<file path="src/rtl/div_unit_pkg.sv">
// Shared CPU package for the divide unit.
// Holds the divider FSM state type, the iteration count and the width of
// the iteration counter. Imported by div_unit and div_step.
package div_unit_pkg;

  // Divider control states.
  typedef enum logic [1:0] {
    IDLE = 2'd0,
    RUN  = 2'd1,
    FIX  = 2'd2,
    DONE = 2'd3
  } div_state_e;

  // One restoring iteration per quotient bit.
  localparam int DIV_CYCLES = 32;

  // Iteration counter width.
  localparam int DIV_CNT_W  = 6;

endpackage : div_unit_pkg

</file>
<file path="src/rtl/div_step.sv">
// div_step: one combinational restoring-division iteration.
// Ports:
//   rem_i     - current partial remainder (always < divisor_i)
//   dvd_bit_i - next dividend bit, shifted into the remainder LSB
//   divisor_i - divisor magnitude
//   rem_o     - next partial remainder
//   q_bit_o   - quotient bit produced by this iteration
module div_step #(
  parameter int WIDTH = 32
) (
  input  logic [WIDTH-1:0] rem_i,
  input  logic             dvd_bit_i,
  input  logic [WIDTH-1:0] divisor_i,
  output logic [WIDTH-1:0] rem_o,
  output logic             q_bit_o
);

  logic [WIDTH:0] shifted;
  logic [WIDTH:0] trial;

  // rem_i < divisor_i, so the shifted value is < 2*divisor and fits in
  // WIDTH+1 bits; the MSB of the trial difference is therefore a clean
  // "went negative" indicator.
  always_comb begin
    shifted = {rem_i, dvd_bit_i};
    trial   = shifted - {1'b0, divisor_i};
    rem_o   = shifted[WIDTH-1:0];
    q_bit_o = 1'b0;
    if (!trial[WIDTH]) begin
      rem_o   = trial[WIDTH-1:0];
      q_bit_o = 1'b1;
    end
  end

endmodule : div_step

</file>
<file path="src/rtl/div_unit.sv">
// div_unit: multi-cycle signed restoring divider (HI = remainder, LO = quotient).
// Ports:
//   clock   - single clock, rising edge
//   reset   - synchronous active-high reset
//   DivCtrl - start request, sampled only in IDLE
//   DivU    - unsigned select, sampled with DivCtrl (only when DIV_UNIT_DIVU_EN is defined)
//   A, B    - dividend / divisor, captured at start
//   Hi, Lo  - remainder / quotient, held until the next completed division
//   DivDone - one-cycle pulse when Hi/Lo update
//   DivZero - one-cycle pulse when a start sees B == 0
// Optional feature macro: DIV_UNIT_DIVU_EN (adds DivU and unsigned mode).
// Timing: start accepted at edge t, 32 RUN cycles, one FIX cycle, results
// and DivDone registered at edge t+33 (visible in the DONE cycle).
module div_unit
  import div_unit_pkg::*;
#(
  parameter int WIDTH = 32
) (
  input  logic             clock,
  input  logic             reset,
  input  logic             DivCtrl,
`ifdef DIV_UNIT_DIVU_EN
  input  logic             DivU,
`endif
  input  logic [WIDTH-1:0] A,
  input  logic [WIDTH-1:0] B,
  output logic [WIDTH-1:0] Hi,
  output logic [WIDTH-1:0] Lo,
  output logic             DivDone,
  output logic             DivZero
);

  div_state_e           state_q;
  logic [DIV_CNT_W-1:0] cnt_q;
  logic [WIDTH-1:0]     rem_q;    // partial remainder
  logic [WIDTH-1:0]     quo_q;    // dividend bits shift out the top, quotient bits in at the bottom
  logic [WIDTH-1:0]     dvs_q;    // divisor magnitude
  logic                 neg_quo_q;
  logic                 neg_rem_q;
  logic [WIDTH-1:0]     hi_q;
  logic [WIDTH-1:0]     lo_q;
  logic                 done_q;
  logic                 zero_q;

  logic             signed_op;
  logic             a_sign;
  logic             b_sign;
  logic [WIDTH-1:0] a_abs;
  logic [WIDTH-1:0] b_abs;
  logic [WIDTH-1:0] rem_d;
  logic             q_bit_d;

`ifdef DIV_UNIT_DIVU_EN
  assign signed_op = ~DivU;
`else
  assign signed_op = 1'b1;
`endif

  // In unsigned mode the signs are forced to zero, so FIX passes results
  // through unchanged but still costs its cycle.
  assign a_sign = signed_op & A[WIDTH-1];
  assign b_sign = signed_op & B[WIDTH-1];
  // -0x80000000 wraps to 0x80000000, which is the correct unsigned magnitude.
  assign a_abs  = a_sign ? -A : A;
  assign b_abs  = b_sign ? -B : B;

  div_step #(.WIDTH(WIDTH)) u_step (
    .rem_i     (rem_q),
    .dvd_bit_i (quo_q[WIDTH-1]),
    .divisor_i (dvs_q),
    .rem_o     (rem_d),
    .q_bit_o   (q_bit_d)
  );

  always_ff @(posedge clock) begin
    if (reset) begin
      state_q   <= IDLE;
      cnt_q     <= '0;
      rem_q     <= '0;
      quo_q     <= '0;
      dvs_q     <= '0;
      neg_quo_q <= 1'b0;
      neg_rem_q <= 1'b0;
      hi_q      <= '0;
      lo_q      <= '0;
      done_q    <= 1'b0;
      zero_q    <= 1'b0;
    end else begin
      done_q <= 1'b0;
      zero_q <= 1'b0;
      unique case (state_q)
        IDLE: begin
          if (DivCtrl) begin
            if (B == '0) begin
              zero_q <= 1'b1;
            end else begin
              rem_q     <= '0;
              quo_q     <= a_abs;
              dvs_q     <= b_abs;
              neg_quo_q <= a_sign ^ b_sign;
              neg_rem_q <= a_sign;
              cnt_q     <= '0;
              state_q   <= RUN;
            end
          end
        end
        RUN: begin
          rem_q <= rem_d;
          quo_q <= {quo_q[WIDTH-2:0], q_bit_d};
          cnt_q <= cnt_q + 1'b1;
          if (cnt_q == DIV_CNT_W'(DIV_CYCLES - 1)) begin
            state_q <= FIX;
          end
        end
        FIX: begin
          hi_q    <= neg_rem_q ? -rem_q : rem_q;
          lo_q    <= neg_quo_q ? -quo_q : quo_q;
          done_q  <= 1'b1;
          state_q <= DONE;
        end
        DONE: begin
          state_q <= IDLE;
        end
        default: state_q <= IDLE;
      endcase
    end
  end

  assign Hi      = hi_q;
  assign Lo      = lo_q;
  assign DivDone = done_q;
  assign DivZero = zero_q;

endmodule : div_unit

</file>
<file path="config.mk">
export PLATFORM = sky130hd
export DESIGN_NAME = div_unit
export DESIGN_NICKNAME = d
export VERILOG_FILES = /design/src/rtl/div_unit_pkg.sv /design/src/rtl/div_step.sv /design/src/rtl/div_unit.sv
export SDC_FILE = /design/constraint.sdc
export NUM_CORES = 1
export LEC_CHECK = 0
export ABC_AREA = 1
export CORE_UTILIZATION = 30
export CTS_BUF_LIST = sky130_fd_sc_hd__clkbuf_2 sky130_fd_sc_hd__clkbuf_4 sky130_fd_sc_hd__clkbuf_8
export CTS_CLUSTER_SIZE = 24
export DETAILED_ROUTE_END_ITERATION = 8
export PLACE_DENSITY = 0.48
export SKIP_CTS_REPAIR_TIMING = 1
export SLEW_MARGIN = 15
export SYNTH_ARGS = -nofsm -noshare
export SYNTH_HDL_FRONTEND = slang
export SYNTH_HIERARCHICAL = 1
export SYNTH_SLANG_ARGS = --single-unit
export TNS_END_PERCENT = 100
</file>
<file path="constraint.sdc">
create_clock -name clock -period 3 [get_ports clock]
set_clock_uncertainty 0.2 [all_clocks]
set_input_delay 0.45 -clock clock [delete_from_list [all_inputs] [get_ports clock]]
set_output_delay 0.45 -clock clock [all_outputs]
set_load 0.03 [all_outputs]
</file>
==> flow_summary_export.csv <==
group,metric,value,unit
status,status,"finished clean",
sta,rsz0062_at_grt,"false",
routing,post_drt_wl_per_cell,15.7,um
finish,area_delta_synth_final,20.2,%
critical_path,r2r_end,"rem_q[23]",
routing,vias,14500,
global_routing,grt_pass1_wl,74100,um
global_routing,grt_pass1_vias,13300,
critical_path,max_stage_delay,0.43,ns
critical_path,cp-start-kind,"register",
sta,slew_headroom,47.3,%
critical_path,worst_path_max_delay_cell,"fa_2",
place,postPlaceCellArea,15400,um^2
global_routing,top_usage_layer,"met1",
synth,syn_area,13200,um^2
critical_path,critPathKind,"reg2reg",
synth,synth.distinct_cells,44,
sta,period_share,95.1,%
floorplan,chipHeight,212,um
critical_path,rr_startpoint,"quo_q[31]",
clocking,cts_root_buf,"clkbuf_8",
finish,nNetsFinal,2526,
min_path,min_path_cells,4,
power_and_ir_drop,swShare,50.2,%
floorplan,core_area,43300,um^2
min_path,min_from,"reset",
power_and_ir_drop,p_int,0.00599,W
place,io_buffers,132,
synth,syn-mean-instance-area,5.78,um^2
floorplan,fp-row-count,76,
power_and_ir_drop,combinationalPowerShare,54.9,%
power_and_ir_drop,p_total,0.0120,W
power_and_ir_drop,p_sw,0.00604,W
sta,min_period,2.85,ns
global_routing,use_met1,32.7,%
synth,yosys.area.top_type,"dfxtp_1",
global_routing,grt_start_max_net_pins,111,
floorplan,io_pins,133,
critical_path,cp_cell_sequence,"inv_1 > ha_2 > fa_2 > inv_2 > nand2_1 > nand2_1 > nand3_2 > nand2_2 > nand2_1 > nand2_2 > nand2_2 > nand2_2 > nand2_2 > nand2_4 > buf_12 > nand2_1 > nand2_1 > nand3_1 > a21oi_2",
routing,vias_per_cell,4.81,
synth,async_flop_share,0,%
critical_path,r2r_slack,0.15,ns
critical_path,reg2reg_depth,19,
global_routing,antenna_found_initial,0,
clocking,insertion_delay,0.50,ns
power_and_ir_drop,vdd_drop_max,0.397,mV
routing,drc,0,
routing,wl,47200,um
sta,whs,0.241,ns
power_and_ir_drop,leakagePower,7.70,nW
min_path,whs_endpoint,"cnt_q[0]",
min_path,hold_class,"in2reg",
clocking,cts_tree,"done",
sta,slew_violations,0,
place,dpl.hpwl,37300,um
synth,yosysSeqAreaShare,26.0,%
clocking,path_clk_slew,0.11,ns
synth,synth_seq_cells,172,
power_and_ir_drop,power.share.clock,15.6,%
global_routing,grt_overflow,0,
critical_path,arrival,3.08,ns
finish,final_area,15900,um^2
sta,finalSetupViolations,0,
synth,ys_dominant_reg_cell,"dfxtp_1",
floorplan,die_area,45000,um^2
clocking,clockBufferDepth,2,
synth,netlist.area_leader.share,26.0,%
floorplan,die_x,212,um
place,place_congestion,0.914,
critical_path,worstPathRequired,3.22,ns
critical_path,critPathMaxFanout,8,
global_routing,grt_use_met2,30.8,%
clocking,cts_sinks,172,
critical_path,end_kind,"register",
routing,ant_nets,0,
global_routing,gr-usage-met3,2.58,%
sta,fmax,350,MHz
power_and_ir_drop,seqPwrFrac,29.5,%
clocking,numCtsBuffers,17,
floorplan,start_util,30.6,%
routing,drt_iter0_drc,1177,
sta,final-hold-violation-count,0,
finish,diodes,0,
finish,drive_gt1_share,5.47,%
synth,synthCells,2291,
power_and_ir_drop,power_density,756,nW/um^2
global_routing,grtUsageTotal,21.2,%
sta,worst_pin_slew,0.789,ns
synth,yosys_warnings,6,
flow_run,cap_violations,0,
clocking,htreeDepth,4,
synth,synth_nets,2400,
synth,yosys-top-cells-area,"dfxtp_1, nand2_1, inv_1, nor2_1, nand3_1",
routing,firstDrtPassIters,6,
synth,synth_edf_count,0,
## area by class of cell
cell class / instances / area (um^2)
Fill cell: 4829 / 27400
Multi-Input combinational cell: 1719 / 8250
Sequential cell: 172 / 3450
Timing Repair Buffer: 188 / 1840
Inverter: 319 / 1200
Tap cell: 585 / 732
Clock buffer: 20 / 263
Clock inverter: 12 / 180
## cell usage after synthesis, types with 3 or more instances
library cell  count
nor2_4            3
nand4_1          32
buf_4             4
nand3_1         185
inv_1           310
nor4_1            3
nand3b_1          8
o21ai_0         121
nor2_2            4
o21ai_1           5
or2_2             3
nand2_1         695
buf_6             6
o21bai_1          8
nor3_1           26
and2_1            4
inv_2             6
xnor2_1          17
o211ai_1          7
a21oi_1         158
o221ai_1          5
nor2_1          300
ha_1             41
dfxtp_1         172
buf_2            12
nand2_2           9
buf_1             6
o31ai_1           4
clkinv_1          3
a31oi_1           4
clkbuf_1         52
a21oi_2           3
xor2_1           61
## worst max-delay path: cells and delay by family, from the launching register on
family          cells  cell delay, ns
simple gates       13            1.10
fa+ha+maj           2            0.63
flops               1            0.39
buf+inv             3            0.27
compound gates      1            0.17
## kinds of logic (layout without fill, tap and decap cells)
family	count (synthesis)	after routing	share of synthesized area (%)
xor+xnor	78	78	5.16
simple gates	1282	1282	40.2
flops	172	172	26.0
buf+inv	400	539	12.0
fa+ha+maj	42	42	4.03
compound gates	317	317	12.6
## power by group through the flow
stage	Clock (W)	Combinational (W)	Sequential, W
floorplan	0	0.00400	0.00386
global placement	0	0.00652	0.00358
detailed placement	0	0.00654	0.00359
CTS	0.00195	0.00656	0.00354
global route	0.00203	0.00737	0.00363
finish	0.00188	0.00660	0.00355
## state kept, by name (all words and copies together), names as in the netlist, 2 cells and up
| name | flops |
|---|---|
| quo_q | 32 |
| dvs_q | 32 |
| Hi | 32 |
| Lo | 32 |
| state_q | 2 |
| rem_q | 32 |
| cnt_q | 6 |
## worst max-delay path by stage
stage	from	endpoint	slack [ns]	cells after the start
6_report	quo_q[31]	rem_q[23]	0.15	19
3_3_place_gp	quo_q[31]	quo_q[0]	-0.03	19
4_1_cts	quo_q[31]	rem_q[23]	-0.05	19
5_1_grt	quo_q[31]	rem_q[23]	0.004	19
2_1_floorplan	quo_q[31]	rem_q[18]	0.57	19
3_5_place_dp	quo_q[31]	quo_q[0]	0.0008	19
## metal layers
layer	vias up	wire, um
met2	375	19100
met5	-	0
met1	6587	25100
met4	0	548
li1	7493	-
met3	35	2440
## metrics by stage
stage / util [%] / std cells / setup WS [ns] / TNS (ns)
floorplan: - / 2291 / 0.572 / 0
global placement: 35.6 / 2978 / -0.0307 / -0.0307
detailed placement: 35.6 / 2978 / 0.000818 / 0
CTS: 36.6 / 3010 / -0.0502 / -0.209
global route: 36.8 / 3015 / 0.00354 / 0
finish: 36.8 / 3015 / 0.146 / 0
## cells in the final DEF (no fill, tap or decap), types with 9 or more instances in the layout
| cell | instances |
|---|---|
| nand2_2 | 9 |
| ha_1 | 38 |
| nand3_1 | 184 |
| o21ai_0 | 121 |
| a21oi_1 | 154 |
| xnor2_1 | 17 |
| nor3_1 | 26 |
| nand4_1 | 32 |
| xor2_1 | 61 |
| nand2_1 | 695 |
| buf_4 | 49 |
| clkdlybuf4s50_1 | 131 |
| clkbuf_8 | 18 |
| inv_1 | 309 |
| nor2_1 | 300 |
| dfxtp_1 | 171 |
No activity file was read; power rests on OpenSTA's default activity.
==> variant (same settings) <==
One comparison of `cnt_q` changes from == to >=.
--- a/src/rtl/div_unit.sv
+++ b/src/rtl/div_unit.sv
@@ -110,3 +110,3 @@
           cnt_q <= cnt_q + 1'b1;
-          if (cnt_q == DIV_CNT_W'(DIV_CYCLES - 1)) begin
+          if (cnt_q >= DIV_CNT_W'(DIV_CYCLES - 1)) begin
             state_q <= FIX;
Behaviour: no difference found for any inputs over 4 cycles, from zero or initial values and one cycle with reset high; that may be too few to reach the edited logic, so the function may still have changed.
==> variant against the original RTL <==
Critical endpoint is now rem_q[0]$_SDFFE_PP0P_. Maximum frequency rose by 1.4%. Setup slack gained 0.039 ns. Area after synthesis about the same. Sequential cell count stayed put. Final cell count fell by 0.70%. Critical path type unchanged. Final area increased by 0.14%. Wire length increased by 2.7%.
Power is not compared: it rests on default switching activity, and its combinational part moved more than twofold at a synthesized area within 25%.
==> variant: results (changes against the original RTL) <==
The placed wire-length estimate came to 38,000 um (+1.8%). The pin count of the biggest net entering global routing came out at 109 (-1.8%). The slack of the worst reg-to-reg path came out at 0.19 ns (+0.04 ns). The xor/xnor cell area share of the yosys netlist is 5.09% (-0.071 points). The master of the slowest instance on the critical path is sky130_fd_sc_hd__fa_1. The final layout net count is 2,506 (-0.79%). The first-pass iteration count of the detailed router came to 5 (-1).

The global-route wire length before repair is 76,000 um (+2.5%). The slew of the pin with the lowest slew margin is 0.611 ns (-0.178 ns). The final non-filler cell total is 2,994 (-0.70%). The run finished with clean final reports. The post-synthesis adder-cell area fraction came out at 4.02% (about the same). The maximum vdd ir drop is 0.521 mV. The global-route usage over all layers came out at 21.8% (+0.68 points). The number of DRC markers in iteration 0 was 877 (-25%). The commonest cells after synthesis are sky130_fd_sc_hd__nand2_1 (629), sky130_fd_sc_hd__nor2_1 (315), sky130_fd_sc_hd__inv_1 (307).

The placer's final routability congestion estimate came out at 0.917 (+0.30%). The min-delay analysis places its worst path in the category reg -> reg. In the post-synthesis netlist, the biggest area contributors are sky130_fd_sc_hd__dfxtp_1 (26%), sky130_fd_sc_hd__nand2_1 (18%), sky130_fd_sc_hd__nor2_1 (8.9%), sky130_fd_sc_hd__inv_1 (8.7%), sky130_fd_sc_hd__o21ai_0 (6.4%). The post-detailed-routing wire length came to 48,500 um (+2.7%). The cell count after synthesis came out at 2,274 (-0.74%).

The count of different cell masters after synthesis is 45 (+2.3%). The count of vias placed by the detailed router came out at 14,422 (-0.47%). The net count after synthesis is 2,383 (-0.71%). The fraction of layout instances using a drive strength above 1 came out at 5.44% (-0.035 points).

The sequential share of the synthesized area is 26.0% (about the same). The area fraction in compound gates after synthesis was 14.9% (+2.2 points).
[variant: final cells by class]
type,count,area (um2)
tap,585,732
clock inverter,8,130
sequential,172,3440
fill,4837,27400
inverter,313,1180
multi-input combinational,1711,8370
timing repair buffer,182,1770
clock buffer,23,310
[variant: per-layer routing]
layer  global-route usage (%)  vias to the layer above  part of all wire (%)  wire [um]
met2                     36.9                      307                    46      22500
met4                     6.25                        0                   2.4       1150
met5                        0                        -                     0          0
met1                     28.8                     6607                    48      23200
li1                         -                     7454                     -          -
met3                     3.00                       54                   3.5       1710
[variant: worst min-delay path, stage by stage, from the launching register on]
cell and delay, ns:
sky130_fd_sc_hd__dfxtp_1 0.32, sky130_fd_sc_hd__nand2_1 0.06, sky130_fd_sc_hd__a21oi_1 0.05
[variant: metrics by stage]
| stage | area [um2] | utilization [%] | hold slack [ns] | setup WS (ns) | power, mW |
|---|---|---|---|---|---|
| after floorplan | 13300 | - | 0.243 | 0.532 | 14.3 |
| after global placement | 15400 | 35.5 | 0.254 | 0.0664 | 18.7 |
| after detailed placement | 15400 | 35.5 | 0.260 | 0.0887 | 18.7 |
| after CTS | 15800 | 36.5 | 0.275 | 0.0617 | 20.7 |
| after global routing | 15900 | 36.7 | 0.308 | 0.0173 | 23.4 |
| final | 15900 | 36.7 | 0.272 | 0.185 | 21.3 |
[variant: final timing paths]
| check | to | cells after the start | from |
|---|---|---|---|
| max | rem_q[0]$_SDFFE_PP0P_ | 18 | quo_q[31]$_SDFFE_PP0P_ |
| min | dvs_q[10]$_SDFFE_PP0P_ | 2 | dvs_q[10]$_SDFFE_PP0P_ |
| max reg2reg | rem_q[0]$_SDFFE_PP0P_ | 18 | quo_q[31]$_SDFFE_PP0P_ |
| min reg2reg | dvs_q[10]$_SDFFE_PP0P_ | 2 | dvs_q[10]$_SDFFE_PP0P_ |
